==> src/rtl/mac_accumulator_if.sv <==
// Handshake bundle between the array multiplier stream, the MAC stage and the
// downstream consumer of group totals.
interface mac_accumulator_if #(
  parameter int ACC_W = 12,
  parameter int CNT_W = 8
);
  logic [7:0]       in_p;
  logic             in_valid;
  logic             in_last;
  logic             in_ready;
  logic             clr;
  logic [ACC_W-1:0] out_sum;
  logic [CNT_W-1:0] out_count;
  logic             out_ovf;
  logic             out_valid;
  logic             out_ready;

  modport master (
    output in_p, in_valid, in_last, clr, out_ready,
    input  in_ready, out_sum, out_count, out_ovf, out_valid
  );

  modport slave (
    input  in_p, in_valid, in_last, clr, out_ready,
    output in_ready, out_sum, out_count, out_ovf, out_valid
  );
endinterface

==> src/rtl/mac_accumulator.sv <==
// Saturating multiply-accumulate stage: sums groups of 8-bit products (closed by
// in_last or MAX_TERMS) and hands each total downstream over valid/ready.
module mac_accumulator #(
  parameter int ACC_W     = 12,
  parameter int MAX_TERMS = 16,
  parameter int CNT_W     = 8
) (
  input  logic              clk,
  input  logic              rst,
  mac_accumulator_if.slave  bus
);

  typedef enum logic {S_ACC, S_DONE} state_t;

  state_t           state_q, state_d;
  logic [ACC_W-1:0] acc_q, acc_d;
  logic [CNT_W-1:0] cnt_q, cnt_d;
  logic             ovf_q, ovf_d;
  logic             out_valid_q, out_valid_d;
  logic [ACC_W-1:0] out_sum_q, out_sum_d;
  logic [CNT_W-1:0] out_count_q, out_count_d;
  logic             out_ovf_q, out_ovf_d;

  logic [ACC_W:0]   sum_w;
  logic [ACC_W-1:0] acc_n;
  logic [CNT_W-1:0] cnt_n;
  logic             ovf_n;
  logic             group_end;

  // One spare bit catches the carry that signals saturation.
  assign sum_w     = {1'b0, acc_q} + {{(ACC_W-7){1'b0}}, bus.in_p};
  assign acc_n     = sum_w[ACC_W] ? {ACC_W{1'b1}} : sum_w[ACC_W-1:0];
  assign ovf_n     = ovf_q | sum_w[ACC_W];
  assign cnt_n     = cnt_q + 1'b1;
  assign group_end = bus.in_last || (cnt_n == CNT_W'(MAX_TERMS));

  always_comb begin
    state_d     = state_q;
    acc_d       = acc_q;
    cnt_d       = cnt_q;
    ovf_d       = ovf_q;
    out_valid_d = out_valid_q;
    out_sum_d   = out_sum_q;
    out_count_d = out_count_q;
    out_ovf_d   = out_ovf_q;

    unique case (state_q)
      S_ACC: begin
        if (bus.clr) begin
          // clr beats a simultaneous accept; the dropped product is not counted.
          acc_d = '0;
          cnt_d = '0;
          ovf_d = 1'b0;
        end else if (bus.in_valid) begin
          acc_d = acc_n;
          cnt_d = cnt_n;
          ovf_d = ovf_n;
          if (group_end) begin
            state_d     = S_DONE;
            out_valid_d = 1'b1;
            out_sum_d   = acc_n;
            out_count_d = cnt_n;
            out_ovf_d   = ovf_n;
          end
        end
      end
      S_DONE: begin
        if (bus.out_ready) begin
          state_d     = S_ACC;
          out_valid_d = 1'b0;
          acc_d       = '0;
          cnt_d       = '0;
          ovf_d       = 1'b0;
        end
      end
      default: state_d = S_ACC;
    endcase
  end

  always_ff @(posedge clk or posedge rst) begin
    if (rst) begin
      state_q     <= S_ACC;
      acc_q       <= '0;
      cnt_q       <= '0;
      ovf_q       <= 1'b0;
      out_valid_q <= 1'b0;
      out_sum_q   <= '0;
      out_count_q <= '0;
      out_ovf_q   <= 1'b0;
    end else begin
      state_q     <= state_d;
      acc_q       <= acc_d;
      cnt_q       <= cnt_d;
      ovf_q       <= ovf_d;
      out_valid_q <= out_valid_d;
      out_sum_q   <= out_sum_d;
      out_count_q <= out_count_d;
      out_ovf_q   <= out_ovf_d;
    end
  end

  // Ready depends on state and reset only, never on in_valid.
  assign bus.in_ready  = (state_q == S_ACC) && !rst;
  assign bus.out_valid = out_valid_q;
  assign bus.out_sum   = out_sum_q;
  assign bus.out_count = out_count_q;
  assign bus.out_ovf   = out_ovf_q;

endmodule

==> src/flat_wrapper.sv <==
// flat-port wrapper written by rule: the top's interface ports become plain ports
module mac_accumulator_flat 
#(
  parameter int ACC_W     = 12,
  parameter int MAX_TERMS = 16,
  parameter int CNT_W     = 8
)
  (clk, rst, bus_in_p, bus_in_valid, bus_in_last, bus_clr, bus_out_ready, bus_in_ready, bus_out_sum, bus_out_count, bus_out_ovf, bus_out_valid);
  mac_accumulator_if #(.ACC_W(ACC_W), .CNT_W(CNT_W)) bus_i ();
  input  logic clk;
  input  logic rst;
  input wire logic [$bits(bus_i.in_p)-1:0] bus_in_p;
  input wire logic [$bits(bus_i.in_valid)-1:0] bus_in_valid;
  input wire logic [$bits(bus_i.in_last)-1:0] bus_in_last;
  input wire logic [$bits(bus_i.clr)-1:0] bus_clr;
  input wire logic [$bits(bus_i.out_ready)-1:0] bus_out_ready;
  output wire logic [$bits(bus_i.in_ready)-1:0] bus_in_ready;
  output wire logic [$bits(bus_i.out_sum)-1:0] bus_out_sum;
  output wire logic [$bits(bus_i.out_count)-1:0] bus_out_count;
  output wire logic [$bits(bus_i.out_ovf)-1:0] bus_out_ovf;
  output wire logic [$bits(bus_i.out_valid)-1:0] bus_out_valid;
  assign bus_i.in_p = bus_in_p;
  assign bus_i.in_valid = bus_in_valid;
  assign bus_i.in_last = bus_in_last;
  assign bus_i.clr = bus_clr;
  assign bus_i.out_ready = bus_out_ready;
  assign bus_in_ready = bus_i.in_ready;
  assign bus_out_sum = bus_i.out_sum;
  assign bus_out_count = bus_i.out_count;
  assign bus_out_ovf = bus_i.out_ovf;
  assign bus_out_valid = bus_i.out_valid;
  mac_accumulator #(.ACC_W(ACC_W), .MAX_TERMS(MAX_TERMS), .CNT_W(CNT_W)) u_core (.clk(clk), .rst(rst), .bus(bus_i));
endmodule
==> config.mk <==
export PLATFORM = sky130hd
export DESIGN_NAME = mac_accumulator_flat
export DESIGN_NICKNAME = d
export VERILOG_FILES = /design/src/rtl/mac_accumulator_if.sv /design/src/rtl/mac_accumulator.sv /design/src/flat_wrapper.sv
export SDC_FILE = /design/constraint.sdc
export NUM_CORES = 1
export LEC_CHECK = 0
export CORE_UTILIZATION = 40
export DETAILED_ROUTE_END_ITERATION = 8
export HOLD_SLACK_MARGIN = 0.03
export PLACE_DENSITY = 0.65
export SYNTH_ARGS = -nofsm -noshare
export SYNTH_HDL_FRONTEND = slang
export SYNTH_SLANG_ARGS = --single-unit
==> constraint.sdc <==
create_clock -name clk -period 2.8 [get_ports clk]
set_clock_uncertainty 0.05 [all_clocks]
set_input_delay 0.42 -clock clk [delete_from_list [all_inputs] [get_ports clk]]
set_output_delay 0.42 -clock clk [all_outputs]
set_load 0.02 [all_outputs]
After elaboration in Yosys (flattened, before gate mapping) --
Cells that the tools add are included.
Word-level totals: bits in registers 44, latch bits 0, RAM bits 0, memory bits (read-only) 0, input bits 14, output and inout bits 23, word-level logic and storage cells 47, memories kept 0
Cells by class: $add $sub $neg 2, $mul 0, divide/modulo/power cells 0, $lt $le $gt $ge 0, eq/ne operators 6, shift-type cells 0, muxes and demuxes 22, bitwise gates (word level) 3, reduce and logical (&&, ||, !) cells 6
Operators with widths (count):
- $mux W12 | 4
- $mux W8 | 3
- $pmux W12 S2 | 1
- $pmux W8 S2 | 1
- $add A12 B8 Y13 | 1
- $mux W1 | 10
- $add A8 B1 Y8 const B | 1
- $eq A8 B5 Y1 const B | 1
- $reduce_and A4 Y1 | 2
- $ne A2 B2 Y1 const B | 3
- $pmux W1 S2 | 3
- $ne A3 B3 Y1 const B | 1
- $ne A2 B1 Y1 const B | 1
- $not A1 Y1 | 2
- $reduce_and A2 Y1 | 1
- $logic_and A1 B1 Y1 | 1
- $logic_not A1 Y1 | 1
- $logic_or A1 B1 Y1 | 1
- $or A1 B1 Y1 | 1

Depth between registers and ports, before layout --
Gate-level depths: netlist (run 1).
word-level depth 7, mapped depth 8, depth with buffers taken out 7

Worst setup path before layout (run 1) --
OpenSTA, ideal clock, no wires.
path kind input -> register, from in bus_in_p[0], to reg u_core.out_sum_q[11], in the netlist u_core.bus.out_sum[11], setup time 0.125 ns, data arrival time 2.277 ns, data required time 2.625 ns, slack 0.348 ns, stages 8, path buffers 1, cells stage by stage ha_1 > fa_1 > a211oi_2 > o211ai_2 > and2_4 > buf_6 > o32a_1 > mux2_4
On the way: longest elaborated chain between the ends 2
RTL lines:
- start: declaration | RTL line flat_wrapper.sv:12 | input wire logic [$bits(bus_i.in_p)-1:0] bus_in_p;
- $add A12 B8 Y13 | RTL line mac_accumulator.sv:31 | assign sum_w = {1'b0, acc_q} + {{(ACC_W-7){1'b0}}, bus.in_p};
- $mux W12 | RTL line mac_accumulator.sv:32 | assign acc_n = sum_w[ACC_W] ? {ACC_W{1'b1}} : sum_w[ACC_W-1:0];
- end signal: assignment | RTL line mac_accumulator.sv:96 | out_sum_q <= out_sum_d;
- end: declaration | RTL line mac_accumulator.sv:20 | logic [ACC_W-1:0] out_sum_q, out_sum_d;
No other way between the ends. A chain may end at the register's enable or synchronous reset.

Worst setup path in the final report (run 1) --
Ends and elaborated chain as after synthesis.

==> out/metrics.yaml, run 1 <==
via_count: 1817
ant_nets: 0
p_sw_w: 0.000573
syn_area_per_cell_um2: 10.7
setup_violations: 0
wl_met2_mm: 2.49
syn_area_um2: 2380
antenna_found_initial: 0
post_cts_resized: 0
rows: 27
diodes: 0
grt_use_total_pct: 19.1
clk_pin_slew_ns: 0.08
wl_per_cell_um: 15.6
hp-class: "reg2reg"
cts_sinks: 44
ctsHoldBuffers: 0
tightest_slew_ns: 0.575
reg2reg_setup_slack_ns: 0.42
final_area_um2: 2940
drtPass1Iterations: 4
grt_max_degree: 45
drt_wl_total_mm: 5.27
ir_drop_mv: 0.404
start_util_pct: 42.4
io_buffer_count: 36
yosysSeqAreaShare_pct: 46.3
die_h_um: 79.1
rsz0062_at_grt: "no"
grt_pass1_vias: 1809
highest_layer: "met4"
synth.area.mux_share_pct: 8.53
drc: 0
p_int_w: 0.00129
die-area_um2: 6260
synth_top_family_by_area: "compound AO/OA/AOI/OAI gates"
worstHoldPathCells: 2
area_delta_synth_final_pct: 23.7
cts_tree: "built"
yosys_warnings: 0
dieWidth_um: 79.1
synth_xor_area_share_pct: 4.42
dp_hpwl_mm: 3.54
final_nets: 289
synth_compound_area_share_pct: 20.1
placed_area_um2: 2830
p_per_area_nw_per_um2: 634
htreeDepth: 2
io_pins: 37
synthCells: 222
pre_cts_slack_ns: -0.0174
path_class: "in2reg"
combPwrFrac_pct: 31.7
p_leak_nw: 1.34
hold_violations: 0
overflow: 0
globalplace.congestion: 0.830
timing.final.crit_period_ns: 2.53
ys_types: 53
p_clk_share_pct: 26.1
cts_buffer_depth: 2
status: "completed"
clock_latency_ns: 0.30
timing.final.ws_setup_ns: 0.269
numCtsBuffers: 5
synthAdderAreaFrac_pct: 5.58
fmax_mhz: 395
drv_slew: 0
whs_ns: 0.435
syn_nets: 246
power_w: 0.00186
slew_headroom_pct: 61.7
ys_seq_elements: 44
coreArea_um2: 5610
worst_setup_path_end_kind: "register"
grt_pass1_wl_mm: 9.10
min_period_over_period_pct: 90.4
cp.required_ns: 2.94
post_cts_buffers: 0
startpoint_type: "primary input"
worstRegToRegCells: 7
vias_per_cell: 5.38
fill_cells: 529
drive_gt1_share_pct: 15.4
dr_wl_met3_um: 181
synth-simple-area-share_pct: 11.1
drt-initial-drc-count: 101
setup_tns_ns: 0
cp_max_fo: 4
wl_met1_mm: 2.53
cts_root_buf: "clkbuf_8"
power_frac_seq_pct: 42.2
p_sw_share_pct: 30.8
drv_cap: 0
arrival_ns: 2.67
-- synth_stat cells (all sizes together) --
library cell	count	share of area (%)
dfrtp	44	46
nand2	23	3.6
mux2	15	7.3
a22o	12	4.4
o21ai	12	2.5
a21oi	11	2.5
ha	9	4.7
inv	9	1.4
nor2	8	1.3
buf	7	2.3
nand3	7	1.5
xnor2	7	2.6
a21o	5	1.6
o211ai	5	1.8
xor2	5	1.8
a31oi	3	0.79
mux2i	3	1.3
nand2b	3	0.79
nor3	3	0.63
o31ai	3	1.2
a211oi	2	0.84
and2	2	0.63
clkbuf	2	0.32
nand3b	2	0.63
nand4	2	0.53
o22a	2	0.74
a211o	1	0.37
a21boi	1	0.47
a2bb2oi	1	0.37
a31o	1	0.37
a32oi	1	0.37
a41o	1	0.42
and3	1	0.32
and3b	1	0.37
fa	1	0.84
nor2b	1	0.26
o21a	1	0.32
o21bai	1	0.32
o22ai	1	0.26
o32a	1	0.42
or2	1	0.26
or3	1	0.26
-- power by group through the flow --
| stage | clock [W] | combinational (W) | sequential (W) |
|---|---|---|---|
| 6_report | 0.000486 | 0.000591 | 0.000786 |
| 5_1_grt | 0.000528 | 0.000642 | 0.000799 |
| 4_1_cts | 0.000499 | 0.000596 | 0.000787 |
| 3_5_place_dp | 0 | 0.000589 | 0.000799 |
| 3_3_place_gp | 0 | 0.000587 | 0.000796 |
| 2_1_floorplan | 0 | 0.000270 | 0.000884 |
-- worst paths after layout --
check | to | from
max | u_core.bus.out_sum[11] | bus_in_p[0]
min | u_core.bus.out_valid | u_core.bus.out_valid
max reg2reg | u_core.bus.out_sum[11] | u_core.acc_q[0]
min reg2reg | u_core.bus.out_valid | u_core.bus.out_valid
max in group asynchronous | u_core.acc_q[10] | rst
min in group asynchronous | u_core.acc_q[8] | rst
-- layout by cell type (no fill, tap or decap), types with 2 or more instances in the layout --
master and instances:
a21o_1 4, a21oi_1 10, a22o_1 12, a31oi_1 3
buf_4 9, clkbuf_8 5, clkdlybuf4s50_1 36, dfrtp_1 44
ha_1 9, inv_1 8, mux2_2 14, mux2i_1 3
nand2_1 23, nand2b_1 3, nand3_1 7, nand3b_1 2
nand4_1 2, nor2_1 8, nor3_1 3, o211ai_1 4
o21ai_0 11, o22a_1 2, o31ai_1 2, xnor2_1 7
xor2_1 5
-- through the flow --
stage | utilization, % | instances
CTS | 52.4 | 338
detailed placement | 50.5 | 330
global placement | 50.5 | 330
floorplan | - | 222
finish | 52.4 | 338
global route | 52.4 | 338
-- routing by layer --
metal	GRT usage, %	vias to the layer above
met3	4.02	4
met1	26.0	889
met2	29.7	33
met5	0	-
li1	-	891
met4	7.45	0
-- logic make-up (layout without fill, tap and decap cells) --
group | after synthesis | after routing
buffers and inverters | 18 | 62
xor gates and xnor gates | 12 | 12
muxes | 18 | 18
and+or+nand+nor | 55 | 55
adders and majority gates | 10 | 10
AOI/OAI and AO/OA | 65 | 65
DFF | 44 | 44
-- cell type report --
type	count	area (um2)	share of cell area [%]
Tap cell	72	90.1	3.06
Sequential cell	44	1100	37.4
Inverter	9	33.8	1.15
Timing Repair Buffer	45	428	14.6
Clock buffer	6	72.6	2.47
Clock inverter	2	35.0	1.19
Multi-Input combinational cell	160	1180	40.1
-- sequential cells by signal (all words and copies together), names as in the netlist --
| name | cells |
|---|---|
| u_core.state_q | 1 |
| u_core.bus.out_sum | 12 |
| u_core.bus.out_count | 8 |
| u_core.ovf_q | 1 |
| u_core.bus.out_valid | 1 |
| u_core.acc_q | 12 |
| u_core.bus.out_ovf | 1 |
| u_core.cnt_q | 8 |
-- critical path: stages --
cell and delay [ns]:
clkdlybuf4s50_1 0.41, ha_1 0.23, fa_1 0.41, a211oi_2 0.30
o211ai_2 0.14, and2_4 0.17, o32a_1 0.34, mux2_4 0.26
Power figures use the tool's default switching activity.
==> run 2, diff against run 1 <==
CTS_CLUSTER_SIZE = 12   (was unset)
==> results of run 2 <==
Same layout as run 1: the final DEF is identical, and so are final timing and power.
==> run 3, diff against run 2 <==
CORE_UTILIZATION = 45   (was 40)
PLACE_DENSITY = 0.72   (was 0.65)
clock period = 2.9 ns   (was 2.8 ns; I/O delays follow)
==> out/metrics.yaml, run 3 (synthesized netlist as in run 1, its figures left out) <==
status: "completed"
cts_root_buf: "clkbuf_8"
area_delta_synth_final_pct: 22.9
grt_pass1_vias: 1732
drt-initial-drc-count: 105
p_per_area_nw_per_um2: 591
drv_slew: 0
rows: 26
r2r_end: "u_core.bus.out_sum[11]"
hold_violations: 0
worst_setup_path_end_kind: "register"
startpoint_type: "primary input"
post-route-util_pct: 57.2
wl_per_cell_um: 14.6
critical-path-top-delay-family: "compound AO/OA/AOI/OAI gates"
numCtsBuffers: 5
dp_hpwl_mm: 3.52
ant_nets: 0
p_clk_share_pct: 23.4
grt_pass1_wl_mm: 8.11
reg2reg_setup_slack_ns: 0.51
grt_use_total_pct: 19.6
globalplace.congestion: 0.859
fill_cells: 472
cp_cell_sequence: "clkdlybuf4s50_1 -> ha_1 -> fa_1 -> a211oi_2 -> o211ai_2 -> and2_4 -> o32a_1 -> mux2_4"
setup_tns_ns: 0
vias_per_cell: 5.57
die_h_um: 74.7
p_leak_nw: 1.33
timing.final.crit_period_ns: 2.57
io_buffer_count: 36
cp.depth: 8
cts_buffer_depth: 2
path_class: "in2reg"
hp-class: "in2async"
final_common_cell: "dfrtp_1"
cpPeakStageDelay_ns: 0.42
drtPass1Iterations: 4
coreArea_um2: 5110
slowest_stage: "fa_1"
ctsHoldBuffers: 0
cp_max_fo: 4
start_util_pct: 46.5
worstRegToRegCells: 7
via_count: 1871
cts_tree: "built"
crit_start: "bus_in_p[0]"
arrival_ns: 2.71
slew_headroom_pct: 52.9
die-area_um2: 5580
p_sw_share_pct: 31.7
diodes: 0
grt_max_degree: 28
drive_gt1_share_pct: 15.8
antenna_found_initial: 0
power_frac_seq_pct: 43.8
io_pins: 37
clk_pin_slew_ns: 0.08
fmax_mhz: 389
dieWidth_um: 74.7
htreeDepth: 2
crit_end: "u_core.bus.out_sum[11]"
overflow: 0
tightest_slew_ns: 0.702
cts_sinks: 44
final_cell_mix: "44 x dfrtp_1, 36 x clkdlybuf4s50_1, 23 x nand2_1"
rsz0062_at_grt: "no"
p_int_w: 0.00118
ir_drop_mv: 0.344
min_period_over_period_pct: 88.6
p_sw_w: 0.000547
rr_startpoint: "u_core.acc_q[0]"
clock_latency_ns: 0.30
post_cts_resized: 0
final_nets: 289
path_buf_inv: 1
drv_cap: 0
drt_wl_total_mm: 4.92
combPwrFrac_pct: 32.8
post_cts_buffers: 0
setup_violations: 0
drc: 0
cp.required_ns: 3.04
[run 3: changes by cell type in the layout (fill, tap and decap cells not counted)]
cell | previous run | this run
bufinv_16 | 1 | 0
clkbuf_1 | 1 | 0
clkinv_2 | 1 | 2
clkbuf_8 | 5 | 6
[run 3: metal layers]
metal | vias up | track usage (%) | share of wire, %
met5 | - | 0 | 0
met4 | 0 | 6.08 | 1.3
met3 | 8 | 4.55 | 4.7
met2 | 46 | 30.0 | 46
met1 | 926 | 27.6 | 48
li1 | 891 | - | -
[run 3: stage by stage]
stage / instance area (um2) / power, W / worst slack, ns / cells / hold slack, ns
global placement: 2830 / 0.00133 / 0.0635 / 328 / 0.414
CTS: 2920 / 0.00175 / 0.356 / 336 / 0.435
global route: 2920 / 0.00183 / 0.287 / 336 / 0.466
finish: 2920 / 0.00173 / 0.331 / 336 / 0.424
detailed placement: 2830 / 0.00134 / 0.0484 / 328 / 0.420
floorplan: 2380 / 0.00111 / 0.433 / 222 / 0.411
[run 3: worst min path at each step]
stage | slack, ns | from | to | cells after the start
4_1_cts | 0.43 | rst | u_core.bus.out_count[1] | 2
6_report | 0.42 | rst | u_core.bus.out_sum[9] | 2
5_1_grt | 0.47 | rst | u_core.bus.out_count[1] | 2
3_5_place_dp | 0.42 | u_core.bus.out_valid | u_core.bus.out_valid | 2
2_1_floorplan | 0.41 | u_core.ovf_q | u_core.bus.out_ovf | 1
3_3_place_gp | 0.41 | u_core.bus.out_valid | u_core.bus.out_valid | 2
[run 3: power by group through the flow]
stage / registers, W / logic (W) / clock network, W
CTS: 0.000758 / 0.000570 / 0.000418
global placement: 0.000767 / 0.000563 / 0
global route: 0.000770 / 0.000610 / 0.000446
floorplan: 0.000853 / 0.000261 / 0
detailed placement: 0.000769 / 0.000568 / 0
finish: 0.000756 / 0.000567 / 0.000404
[run 3: layout make-up]
class                           count  area [um2]  share of cell area [%]
Inverter                            9        33.8                    1.16
Clock inverter                      2        10.0                   0.342
Multi-Input combinational cell    160        1180                    40.4
Sequential cell                    44        1100                    37.7
Timing Repair Buffer               45         428                    14.6
Tap cell                           70        87.6                    3.00
Clock buffer                        6        82.6                    2.83
[run 3: worst reg2reg max path, cell delays in order (launching register included)]
cell and delay, ns:
dfrtp_1 0.39, ha_1 0.22, fa_1 0.42, a211oi_2 0.30, o211ai_2 0.14, and2_4 0.17, o32a_1 0.34, mux2_4 0.25
